===== src/rtl/fc_pkg.sv =====
// Shared types and elaboration-time helpers for the fully-connected layer engine.
package fc_pkg;

    typedef enum logic [1:0] {
        ACT_NONE = 2'd0,
        ACT_SIG  = 2'd1,
        ACT_RELU = 2'd2,
        ACT_RSVD = 2'd3
    } act_t;

    typedef enum logic [2:0] {
        ST_IDLE,
        ST_FETCH,
        ST_DRAIN,
        ST_ACT,
        ST_OUT
    } state_t;

    function automatic int unsigned fc_clog2(input int unsigned v);
        int unsigned r;
        r = 0;
        for (int unsigned p = 1; p < v; p = p << 1) r++;
        return r;
    endfunction

    // Sigmoid entry for a DW-bit two's-complement code, computed with a
    // fixed-point exp series so the table needs no real arithmetic.
    function automatic int sig_entry(input int dw, input int frac, input int code);
        longint one, term, e, num, den, y;
        int     x, ax;
        one  = longint'(1) << 40;
        x    = (code >= (1 << (dw - 1))) ? code - (1 << dw) : code;
        ax   = (x < 0) ? -x : x;
        term = one;
        e    = one;
        for (int unsigned k = 1; k < 64; k++) begin
            term = (term * ax) / (longint'(k) << frac);
            e    = e + term;
        end
        den = 2 * (e + one);
        num = (x >= 0) ? ((longint'(2) << frac) * e) : ((longint'(2) << frac) * one);
        y   = (num + e + one) / den;
        if (y > (longint'(1) << (dw - 1)) - 1) y = (longint'(1) << (dw - 1)) - 1;
        return int'(y);
    endfunction

endpackage


===== src/rtl/act_unit.sv =====
// Combinational activation: pass-through, ReLU, or table-based sigmoid.
module act_unit
    import fc_pkg::*;
#(
    parameter int DW   = 7,
    parameter int FRAC = 4
) (
    input  act_t                 i_sel,
    input  logic signed [DW-1:0] i_x,
    output logic signed [DW-1:0] o_y
);

    logic signed [DW-1:0] w_tab [2**DW];

    for (genvar g = 0; g < 2**DW; g++) begin : g_sig
        localparam int V = sig_entry(DW, FRAC, g);
        assign w_tab[g] = DW'(V);
    end

    always_comb begin
        o_y = i_x;
        case (i_sel)
            ACT_SIG:  o_y = w_tab[$unsigned(i_x)];
            ACT_RELU: if (i_x[DW-1]) o_y = '0;
            default:  ;
        endcase
    end

endmodule


===== src/rtl/fc_layer_engine.sv =====
// Fully-connected layer sequencer: per neuron, stream N_IN x/w pairs, MAC,
// round, saturate, activate, and hand the result off over valid/ready.
module fc_layer_engine
    import fc_pkg::*;
#(
    parameter int DW    = 7,
    parameter int FRAC  = 4,
    parameter int N_IN  = 400,
    parameter int N_OUT = 25,
    parameter int XAW   = 9,
    parameter int WAW   = 14,
    parameter int OAW   = 5
) (
    input  logic                  clk,
    input  logic                  rst,
    input  logic                  start,
    input  logic [1:0]            act_sel,
    output logic                  busy,
    output logic                  done,
    output logic                  x_rd,
    output logic [XAW-1:0]        x_addr,
    input  logic signed [DW-1:0]  x_data,
    output logic                  w_rd,
    output logic [WAW-1:0]        w_addr,
    input  logic signed [DW-1:0]  w_data,
    output logic                  y_valid,
    input  logic                  y_ready,
    output logic signed [DW-1:0]  y_data,
    output logic [OAW-1:0]        y_idx
);

    localparam int unsigned CW = fc_clog2(N_IN + 1);
    localparam int unsigned AW = 2 * DW + fc_clog2(N_IN);
    localparam logic signed [AW-1:0] RND  = AW'(2**(FRAC - 1));
    localparam logic signed [AW-1:0] SMAX = AW'(2**(DW - 1) - 1);
    localparam logic signed [AW-1:0] SMIN = AW'(-(2**(DW - 1)));

    state_t                r_state, w_next;
    act_t                  r_act;
    logic [CW-1:0]         r_cnt;
    logic [OAW-1:0]        r_neuron;
    logic [WAW-1:0]        r_wnext;
    logic                  r_rd, r_rdv, r_done;
    logic [XAW-1:0]        r_xaddr;
    logic [WAW-1:0]        r_waddr;
    logic signed [AW-1:0]  r_acc;
    logic signed [DW-1:0]  r_ydata;
    logic [OAW-1:0]        r_yidx;

    logic signed [2*DW-1:0] w_prod;
    logic signed [AW-1:0]   w_rnd;
    logic signed [DW-1:0]   w_sat, w_act;
    logic                   w_fetch_end, w_last_neuron, w_enter_fetch;

    assign w_prod        = (2*DW)'(x_data) * (2*DW)'(w_data);
    assign w_rnd         = (r_acc + RND) >>> FRAC;
    assign w_fetch_end   = (r_cnt == CW'(N_IN));
    assign w_last_neuron = (r_neuron == OAW'(N_OUT - 1));
    assign w_enter_fetch = (w_next == ST_FETCH) && (r_state != ST_FETCH);

    always_comb begin
        if (w_rnd > SMAX)      w_sat = SMAX[DW-1:0];
        else if (w_rnd < SMIN) w_sat = SMIN[DW-1:0];
        else                   w_sat = w_rnd[DW-1:0];
    end

    act_unit #(
        .DW   (DW),
        .FRAC (FRAC)
    ) u_act (
        .i_sel (r_act),
        .i_x   (w_sat),
        .o_y   (w_act)
    );

    always_ff @(posedge clk) begin
        if (rst) r_state <= ST_IDLE;
        else     r_state <= w_next;
    end

    always_comb begin
        w_next = r_state;
        case (r_state)
            ST_IDLE:  if (start) w_next = ST_FETCH;
            ST_FETCH: if (w_fetch_end) w_next = ST_DRAIN;
            ST_DRAIN: w_next = ST_ACT;
            ST_ACT:   w_next = ST_OUT;
            ST_OUT:   if (y_ready) w_next = w_last_neuron ? ST_IDLE : ST_FETCH;
            default:  w_next = ST_IDLE;
        endcase
    end

    // The first FETCH cycle only clears state; addresses are registered, so
    // the N_IN strobes land one cycle later and read data one cycle after that.
    always_ff @(posedge clk) begin
        if (rst) begin
            r_act    <= ACT_NONE;
            r_cnt    <= '0;
            r_neuron <= '0;
            r_wnext  <= '0;
            r_rd     <= 1'b0;
            r_rdv    <= 1'b0;
            r_done   <= 1'b0;
            r_xaddr  <= '0;
            r_waddr  <= '0;
            r_acc    <= '0;
            r_ydata  <= '0;
            r_yidx   <= '0;
        end else begin
            r_done <= 1'b0;
            r_rdv  <= r_rd;
            if (w_enter_fetch) begin
                r_acc <= '0;
                r_cnt <= '0;
            end else if (r_rdv) begin
                r_acc <= r_acc + AW'(w_prod);
            end
            case (r_state)
                ST_IDLE: begin
                    r_neuron <= '0;
                    r_wnext  <= '0;
                    if (start) r_act <= act_t'(act_sel);
                end
                ST_FETCH: begin
                    if (w_fetch_end) begin
                        r_rd <= 1'b0;
                    end else begin
                        r_rd    <= 1'b1;
                        r_xaddr <= XAW'(r_cnt);
                        r_waddr <= r_wnext;
                        r_wnext <= r_wnext + WAW'(1);
                        r_cnt   <= r_cnt + CW'(1);
                    end
                end
                ST_ACT: begin
                    r_ydata <= w_act;
                    r_yidx  <= r_neuron;
                end
                ST_OUT: begin
                    if (y_ready) begin
                        if (w_last_neuron) r_done <= 1'b1;
                        else               r_neuron <= r_neuron + OAW'(1);
                    end
                end
                default: ;
            endcase
        end
    end

    assign busy    = (r_state != ST_IDLE);
    assign done    = r_done;
    assign x_rd    = r_rd;
    assign w_rd    = r_rd;
    assign x_addr  = r_xaddr;
    assign w_addr  = r_waddr;
    assign y_valid = (r_state == ST_OUT);
    assign y_data  = r_ydata;
    assign y_idx   = r_yidx;

endmodule


===== config.mk =====
export PLATFORM = sky130hd
export DESIGN_NAME = fc_layer_engine
export DESIGN_NICKNAME = d
export VERILOG_FILES = /design/src/rtl/fc_pkg.sv /design/src/rtl/act_unit.sv /design/src/rtl/fc_layer_engine.sv
export SDC_FILE = /design/constraint.sdc
export NUM_CORES = 1
export LEC_CHECK = 0
export ABC_AREA = 1
export CAP_MARGIN = 25
export CELL_PAD_IN_SITES_DETAIL_PLACEMENT = 1
export CELL_PAD_IN_SITES_GLOBAL_PLACEMENT = 2
export CORE_AREA = 3 3 150 189
export CTS_CLUSTER_SIZE = 25
export DETAILED_ROUTE_END_ITERATION = 6
export DIE_AREA = 0 0 153 192
export PLACE_DENSITY = 0.75
export SYNTH_ARGS = -nofsm -noshare
export SYNTH_HDL_FRONTEND = slang
export SYNTH_SLANG_ARGS = --single-unit

===== constraint.sdc =====
create_clock -name clk -period 6 [get_ports clk]
set_input_delay 1.5 -clock clk [delete_from_list [all_inputs] [get_ports clk]]
set_output_delay 1.5 -clock clk [all_outputs]
set_load 0.02 [all_outputs]

==> results_dict.tcl, run 1 <==
set metrics [dict create \
    status "completed" \
    tightest_slew_ps 960 \
    synth.avg_cell_area_um2 7.56 \
    finalSetupViolCount 0 \
    cts.reportedPaths.clkPinSlew_ps 70 \
    relSlewSlack_pct 35.7 \
    finClkSkew_ps 8.53 \
    r2r_slack_ps 1620 \
    slowest_stage "fa_2" \
    power_frac_seq_pct 17.5 \
    critPathRequiredTime_ps 6280 \
    critPathBufInv 10 \
    route.detailed.drc 0 \
    synthTopCellsByArea "dfxtp_1, fa_1, inv_1, ha_1, nand2_1" \
    cts-root-buf "clkbuf_16" \
    fin_crit_sh_pct 97.1 \
    cts_inserted_buffers 9 \
    dp_hpwl_mm 19.0 \
    yosys.area.top_type "dfxtp_1" \
    fmax_ghz 0.172 \
    critical_path.top_delay_family "adder cells" \
    cellLeakagePower_uw 0.00508 \
    r2r_end "r_acc[16]" \
    postRouteAntennaNets 0 \
    crit_path_max_fanout 4 \
    antenna_cells 0 \
    antenna_found_initial 0 \
    yosys_most_used_dff "dfxtp_1" \
    critPathMostFrequentCell "buf_4" \
    synth_edf_count 0 \
    wirelength_mm 23.1 \
    ctsLongestPathBuffers 2 \
    die_x_um 153 \
    cap_violations 0 \
    dr.pass1.iters 4 \
    initial_core_util_pct 31.9 \
    worstSetupPathDepth 23 \
    final_nets 1431 \
    power_density_nw_per_um2 358 \
    via_per_inst 4.62 \
    ioPinCount 60 \
    synth_top_area_share_pct 22.1 \
    dr_total_vias 7494 \
    crit_path_max_incr_delay_ps 610 \
    ys_warn_count 0 \
    htreeDepth 3 \
    clock_latency_ps 350 \
    cts_tree "built" \
    crit_type "input pin to register" \
    portBuffers 59 \
    switching_share_pct 43.7 \
    placed_cell_area_um2 10000 \
    slew_violations 0 \
    areaGrowthSynthToFinish_pct 26.3 \
    ir_drop_mv 0.148 \
    hold_viol 0 \
    synth-seq-cells 94 \
    cp-end-kind "register" \
    synthCells 1127 \
    p_sw_uw 1690 \
    rows 67 \
    worstSetupStartpoint "w_data[3]" \
    dieHeight_um 192 \
    yosysSeqAreaShare_pct 22.1 \
    worstPathArrival_ps 6110 \
    clkPwrFrac_pct 15.9 \
    power_uw 3850 \
    core-area_um2 26700 \
    r2r-start "r_acc[6]" \
    overflow 0 \
    reg2regPathDepth 18 \
    cts.sinks 94 \
    synth_nets 1287 \
    grt.total_usage_pct 16.6 \
    drive_above_1_share_pct 18.3 \
    drt-initial-drc-count 145 \
    wl_per_cell_um 14.2 \
    hold_class "register to register" \
    start_kind "input pin" \
    synth_area_um2 8520 \
    fin_area_um2 10800 \
    grt_max_degree 47 \
    intPower_uw 2170 \
    synth.distinct_cells 51 \
    p_comb_share_pct 66.6 \
    path_cells "dlygate4sd2_1, nand2_1, inv_1, fa_2, inv_4, fa_2, buf_4, fa_1, fa_1, inv_1, ha_4, nand2_2, nor2_4, nand4_1, o21ai_4, a31oi_4, buf_4, buf_4, buf_4, buf_4, buf_4, xor2_2, a21oi_1" \
    grt_pass1_vias 8387 \
    async_flop_share_pct 0 \
    fin_crit_ps 5820 \
    die_area_um2 29400 \
    gp_congestion 0.778 \
    grt_pass1_wl_mm 40.5 \
    setup.worst_path.end "r_acc[16]" \
]
==> final cells by class <==
class | count | area, um^2
clock inverter | 7 | 91.3
timing repair buffer | 152 | 1320
inverter | 268 | 1020
fill | 3332 | 16000
multi-input combinational | 746 | 5800
tap | 345 | 432
sequential | 94 | 1880
clock buffer | 9 | 225
==> synth_stat cells, types with 5 or more instances <==
| cell | count |
|---|---|
| inv_2 | 10 |
| dfxtp_1 | 94 |
| a211oi_1 | 9 |
| nand2_4 | 9 |
| nand2_1 | 171 |
| ha_1 | 61 |
| nor2_2 | 5 |
| o21ai_0 | 73 |
| a21oi_1 | 94 |
| xnor2_1 | 11 |
| fa_1 | 79 |
| nor2_4 | 7 |
| xor2_1 | 19 |
| inv_1 | 253 |
| nor2_1 | 89 |
| clkbuf_1 | 16 |
| nand2_2 | 11 |
| nand3_2 | 7 |
| nor3_1 | 13 |
| nand3_1 | 34 |
| nand4_1 | 10 |
==> registers in the layout, summed over array words and instances, names as in the netlist <==
register and count:
done 1, r_acc 23, r_act 2, r_cnt 9
r_neuron 5, r_rdv 1, r_state 3, r_wnext 14
w_addr 14, w_rd 1, x_addr 9, y_data 7
y_idx 5
==> power groups by stage <==
stage | Sequential (uW) | Combinational (uW) | Clock, uW
floorplan | 696 | 1370 | 0
global placement | 693 | 2140 | 0
detailed placement | 693 | 2180 | 0
CTS | 679 | 2430 | 637
global route | 679 | 2940 | 661
finish | 675 | 2570 | 614
==> worst min path at each step <==
stage,startpoint,to,slack (ps),cells past startpoint
final,y_data[5],y_data[5],480,2
after global routing,y_data[5],y_data[5],500,2
after CTS,r_acc[0],r_acc[0],480,2
after detailed placement,y_data[5],y_data[5],470,2
after global placement,r_acc[0],r_acc[0],460,2
after floorplan,r_wnext[7],r_wnext[7],440,1
==> cells by family (layout without fill, tap and decap cells) <==
| logic type | after synthesis | in the layout | share of synthesized area [%] |
|---|---|---|---|
| AO/OA/AOI/OAI | 200 | 200 | 12.7 |
| XOR/XNOR | 31 | 31 | 3.27 |
| AND/OR/NAND/NOR | 375 | 375 | 21.6 |
| buffers and inverters | 287 | 436 | 12.8 |
| flip-flops | 94 | 94 | 22.1 |
| adder cells (fa/ha/maj) | 140 | 140 | 27.5 |
==> worst reg2reg max path: cells and delay by family (launching register included) <==
kind | cells | cell delay (ps)
xor+xnor | 1 | 160
buf+inv | 8 | 860
fa+ha+maj | 5 | 2320
simple gates | 1 | 140
flops | 1 | 400
compound gates | 3 | 420
==> per-stage QoR <==
step	instances	setup TNS, ps	worst slack [ps]	hold slack (ps)	utilization, %
2_1_floorplan	1127	0	95.5	443	-
3_3_place_gp	1587	-6540	-863	459	37.5
3_5_place_dp	1587	-7770	-941	471	37.5
4_1_cts	1617	0	11.3	483	39.6
5_1_grt	1621	-82.9	-45.6	499	40.3
6_report	1621	0	176	478	40.3
==> layout by cell type, fill, tap and decap left out, types with 5 or more instances in the layout <==
cell type	n
xor2_1	18
o21ai_0	65
ha_1	54
nand4_1	10
dfxtp_1	94
nand2_1	164
nand2_4	10
clkbuf_16	9
o21ai_1	6
inv_2	19
a21oi_2	15
ha_4	7
buf_6	5
buf_4	86
nand2_2	17
nand3_1	33
nor3_1	12
nand3_2	8
nor2_1	86
clkdlybuf4s50_1	46
a211oi_1	9
o21ai_2	5
xnor2_1	11
nor2_2	7
a21oi_1	81
fa_1	76
nor2_4	8
inv_1	241
dlygate4sd2_1	10
==> metal layers <==
| metal | wire length, um | vias up | GRT usage [%] |
|---|---|---|---|
| li1 | - | 3788 | - |
| met1 | 9330 | 3621 | 18.5 |
| met2 | 12900 | 63 | 33.3 |
| met3 | 408 | 22 | 1.80 |
| met4 | 408 | 0 | 4.08 |
| met5 | 0 | - | 0 |
==> repair_timing <==
| item | in CTS | in global routing |
|---|---|---|
| gates resized for setup | 57 | 38 |
| buffers inserted | 14 | 3 |
| hold endpoints to repair | 0 | 0 |
| endpoints found under the setup margin | 10 | 8 |
| pin swaps | 26 | 22 |
| hold buffers | 0 | 0 |
No activity file was read; power rests on OpenSTA's default activity.
==> inputs of run 2 (changes only) <==
--- a/config.mk
+++ b/config.mk
@@ -13,6 +13,7 @@
 export CTS_CLUSTER_SIZE = 25
 export DETAILED_ROUTE_END_ITERATION = 6
 export DIE_AREA = 0 0 153 192
+export GPL_TIMING_DRIVEN = 0
 export PLACE_DENSITY = 0.75
 export SYNTH_ARGS = -nofsm -noshare
 export SYNTH_HDL_FRONTEND = slang
==> results_dict.tcl, run 2 (synthesized netlist as in run 1, its figures left out) <==
set metrics [dict create \
    core-area_um2 26700 \
    finalSetupViolCount 0 \
    rows 67 \
    htreeDepth 3 \
    initial_core_util_pct 31.9 \
    wl_per_cell_um 15.3 \
    grt_pass1_vias 8108 \
    cts_hold_buf 0 \
    cellLeakagePower_uw 0.00472 \
    use_met1_pct 19.0 \
    ctsLongestPathBuffers 2 \
    crit_type "input pin to register" \
    power_frac_seq_pct 18.7 \
    overflow 0 \
    grtUsageMet2_pct 33.7 \
    fin_area_um2 10200 \
    p_comb_share_pct 64.5 \
    setup.worst_path.end "r_acc[22]" \
    relSlewSlack_pct 56.6 \
    hold_class "register to register" \
    p_sw_uw 1680 \
    worstPathArrival_ps 6110 \
    cts.reportedPaths.clkPinSlew_ps 80 \
    antenna_found_initial 0 \
    die_area_um2 29400 \
    fmax_ghz 0.171 \
    wirelength_mm 24.0 \
    cts_tree "built" \
    gp_congestion 0.760 \
    hold_viol 0 \
    start_kind "input pin" \
    fin_crit_ps 5850 \
    finClkSkew_ps 8.70 \
    multiInputGateArea_um2 5850 \
    filler_cell_count 3276 \
    power_uw 3610 \
    worstSetupStartpoint "x_data[6]" \
    postRouteAntennaNets 0 \
    grt_pass1_wl_mm 40.5 \
    via_per_inst 4.75 \
    dr.pass1.iters 4 \
    die_x_um 153 \
    final_common_cell "inv_1" \
    r2r_end "r_acc[22]" \
    reg2regPathDepth 21 \
    final_core_util_pct 38.3 \
    r2r-start "r_acc[6]" \
    top_register "r_acc" \
    seq_area_um2 1880 \
    largest_reg_flops 23 \
    critPathRequiredTime_ps 6260 \
    r2r_slack_ps 1500 \
    antenna_cells 0 \
    placed_cell_area_um2 9550 \
    cts_inserted_buffers 9 \
    grt.total_usage_pct 16.9 \
    cap_violations 0 \
    mostFrequentLayoutCells "inv_1, nand2_1, dfxtp_1" \
    hold_slack_ps 473 \
    grt_max_degree 21 \
    grt_use_met3_pct 2.10 \
    fin_crit_sh_pct 97.6 \
    status "completed" \
    cts.sinks 94 \
    ir_drop_mv 0.178 \
    route.detailed.drc 0 \
    final_nets 1374 \
    drive_above_1_share_pct 13.6 \
    tightest_slew_ps 650 \
    ioPinCount 60 \
    grt-busiest-layer "met2" \
    dr_total_vias 7422 \
    slew_violations 0 \
    cp-end-kind "register" \
    drt-initial-drc-count 194 \
    intPower_uw 1930 \
    power_density_nw_per_um2 352 \
    areaGrowthSynthToFinish_pct 20.2 \
    cts-root-buf "clkbuf_16" \
    crit_path_max_fanout 7 \
    switching_share_pct 46.6 \
    dp_hpwl_mm 19.3 \
    clkPwrFrac_pct 16.7 \
    clock_latency_ps 360 \
    portBuffers 59 \
    dieHeight_um 192 \
]
run 2: cell count changes in the layout (fill, tap and decap cells not counted), moves of 5 or more:
cell / delta
clkbuf_1: +16
buf_4: -65
inv_2: -6
clkbuf_2: +7
ha_1: -5
dlygate4sd2_1: -10
inv_1: +6
run 2: area by class of cell:
type / instances / share of cell area, %
Inverter: 268 / 9.96
Clock buffer: 9 / 2.20
Buffer: 19 / 0.806
Timing Repair Buffer: 76 / 6.46
Tap cell: 345 / 4.22
Multi-Input combinational cell: 746 / 57.2
Clock inverter: 7 / 0.819
Sequential cell: 94 / 18.4
run 2: worst min path at each step:
| stage | startpoint | to | cells past startpoint |
|---|---|---|---|
| after global placement | r_acc[0] | r_acc[0] | 2 |
| after floorplan | r_wnext[7] | r_wnext[7] | 1 |
| final | r_acc[0] | r_acc[0] | 2 |
| after detailed placement | r_acc[0] | r_acc[0] | 2 |
| after global routing | r_acc[1] | r_acc[1] | 2 |
| after CTS | r_acc[0] | r_acc[0] | 2 |
run 2: what timing repair did:
| action | in CTS | in global routing |
|---|---|---|
| setup buffers | 13 | 4 |
| pin swaps | 15 | 28 |
| gates resized for setup | 71 | 62 |
| setup endpoints to repair | 14 | 7 |
| hold endpoints to repair | 0 | 0 |
run 2: power groups by stage:
stage          sequential, uW  clock, uW  combinational [uW]
2_1_floorplan             696          0                1370
3_3_place_gp              690          0                1820
3_5_place_dp              690          0                1830
4_1_cts                   677        629                2170
5_1_grt                   680        647                2650
6_report                  676        604                2330
run 2: metal layers:
metal	wire, um	part of all wire [%]	up-vias
met5	0	0	-
met4	382	1.6	0
met3	526	2.2	29
met2	13300	56	77
met1	9730	41	3634
li1	-	-	3682
run 2: through the flow:
step | setup slack [ps] | TNS (ps) | instances
5_1_grt | -21.4 | -21.4 | 1564
6_report | 146 | 0 | 1564
2_1_floorplan | 95.5 | 0 | 1127
3_5_place_dp | -1490 | -13860 | 1531
4_1_cts | 1.62 | 0 | 1560
3_3_place_gp | -1470 | -14080 | 1531
run 2: critical path: stages:
cell and delay (ps):
buf_4 150, nand2_1 60, inv_1 50, fa_2 620, clkinvlp_4 170, fa_2 650, fa_1 480, fa_1 550
inv_1 70, ha_4 280, nand2_1 100, nor2_4 160, nand4_1 160, o21ai_4 250, a31oi_4 140, o21ai_2 170
a21o_1 190, a21oi_2 80, xnor2_1 120, o21ai_1 110, inv_1 50
==> inputs of run 3 (changes only) <==
--- a/config.mk
+++ b/config.mk
@@ -15,6 +15,7 @@
 export DIE_AREA = 0 0 153 192
 export GPL_TIMING_DRIVEN = 0
 export PLACE_DENSITY = 0.75
+export RECOVER_POWER = 50
 export SYNTH_ARGS = -nofsm -noshare
 export SYNTH_HDL_FRONTEND = slang
 export SYNTH_SLANG_ARGS = --single-unit
==> results_dict.tcl, run 3 (synthesized netlist as in run 1, its figures left out) <==
set metrics [dict create \
    status "completed" \
    overflow 0 \
    grt-busiest-layer "met2" \
    placed_cell_area_um2 9550 \
    dr_total_vias 7432 \
    die_x_um 153 \
    final_nets 1374 \
    hold_viol 0 \
    route.detailed.drc 0 \
    dr.pass1.iters 4 \
    drt-initial-drc-count 194 \
    cts.reportedPaths.clkPinSlew_ps 80 \
    grt_pass1_wl_mm 40.5 \
    grt_max_degree 21 \
    fmax_ghz 0.171 \
    cts_tree "built" \
    cellLeakagePower_uw 0.00480 \
    antenna_cells 0 \
    portBuffers 59 \
    filler_cell_count 3278 \
    die_area_um2 29400 \
    finalSetupViolCount 0 \
    fin_area_um2 10200 \
    ctsLongestPathBuffers 2 \
    cp-end-kind "register" \
    dieHeight_um 192 \
    initial_core_util_pct 31.9 \
    clock_latency_ps 360 \
    setup_slack_ps 150 \
    grt_pass1_vias 8108 \
    fin_crit_ps 5850 \
    power_density_nw_per_um2 352 \
    largest_reg_flops 23 \
    drive_above_1_share_pct 13.3 \
    ir_drop_mv 0.178 \
    rows 67 \
    placed_cells 1531 \
    start_kind "input pin" \
    postRouteAntennaNets 0 \
    crit_path_max_fanout 7 \
    critPathRequiredTime_ps 6260 \
    tightest_slew_ps 746 \
    cts-root-buf "clkbuf_16" \
    cts_inserted_buffers 9 \
    slew_violations 0 \
    dp_slack_ps -1490 \
    cts.sinks 94 \
    core-area_um2 26700 \
    fin_crit_sh_pct 97.5 \
    antenna_found_initial 1 \
    mostFrequentLayoutCells "inv_1, nand2_1, dfxtp_1" \
    final_common_cell "inv_1" \
    ioPinCount 60 \
    use_met1_pct 19.0 \
    dp_hpwl_mm 19.3 \
    via_per_inst 4.75 \
    grt_use_met3_pct 2.10 \
    grtUsageMet2_pct 33.7 \
    final.setup.tns_ps 0 \
    hold_class "register to register" \
    worstPathArrival_ps 6110 \
    areaGrowthSynthToFinish_pct 20.0 \
    finClkSkew_ps 8.87 \
    htreeDepth 3 \
    relSlewSlack_pct 49.9 \
    gp_congestion 0.760 \
    cap_violations 0 \
    wl_per_cell_um 15.3 \
    hold_slack_ps 473 \
    grt.total_usage_pct 16.9 \
    crit_type "input pin to register" \
    top_register "r_acc" \
    wirelength_mm 24.0 \
    finalNonFillerCells 1564 \
]
==> run 3: layout make-up <==
type                    instances  area, um^2  share of cell area, %
multi-input cells             746        5840                   57.1
flip-flops and latches         94        1880                   18.4
inverters                     268        1020                   9.97
repair buffers                 76         662                   6.47
well taps                     345         432                   4.22
clock buffers                   9         225                   2.20
clock inverters                 7        83.8                  0.820
plain buffers                  19        82.6                  0.808
==> run 3: power breakdown <==
part           leakage (uW)  switching (uW)  internal (uW)
Clock              0.000152             301            302
Combinational       0.00388            1350            971
Sequential         0.000764            27.1            648
==> run 3: final timing paths <==
path / start / cells after the start / endpoint / slack [ps]
worst max-delay path: x_data[6] / 21 / r_acc[22] / 150
worst min-delay path: r_acc[0] / 2 / r_acc[0] / 470
worst max register to register: r_acc[6] / 21 / r_acc[22] / 1510
worst min register to register: r_acc[0] / 2 / r_acc[0] / 470
==> run 3: through the flow <==
stage	utilization (%)	total power [uW]
3_5_place_dp	35.7	2530
5_1_grt	38.2	3970
4_1_cts	37.9	3470
3_3_place_gp	35.7	2510
2_1_floorplan	-	2060
6_report	38.2	3600
==> run 3: per-layer routing <==
layer / wire (um) / share of wire, % / vias to the layer above
li1: - / - / 3689
met1: 9810 / 41 / 3641
met2: 13300 / 55 / 69
met3: 472 / 2.0 / 31
met4: 380 / 1.6 / 2
met5: 7 / 0.029 / -
==> run 3: critical path, stage by stage <==
cell        delay [ps]
buf_4              150
nand2_1             60
inv_1               50
fa_2               620
clkinvlp_4         170
fa_2               650
fa_1               480
fa_1               550
inv_1               70
ha_4               280
nand2_1            100
nor2_4             160
nand4_1            160
o21ai_4            250
a31oi_4            140
o21ai_2            170
a21o_1             190
a21oi_2             80
xnor2_1            120
o21ai_1            110
inv_1               50
==> run 3: repair_timing <==
item,CTS,global route
gates resized for setup,71,62
endpoints found under the setup margin,14,7
pin swaps,15,28
setup buffers,13,4
hold buffers,0,0
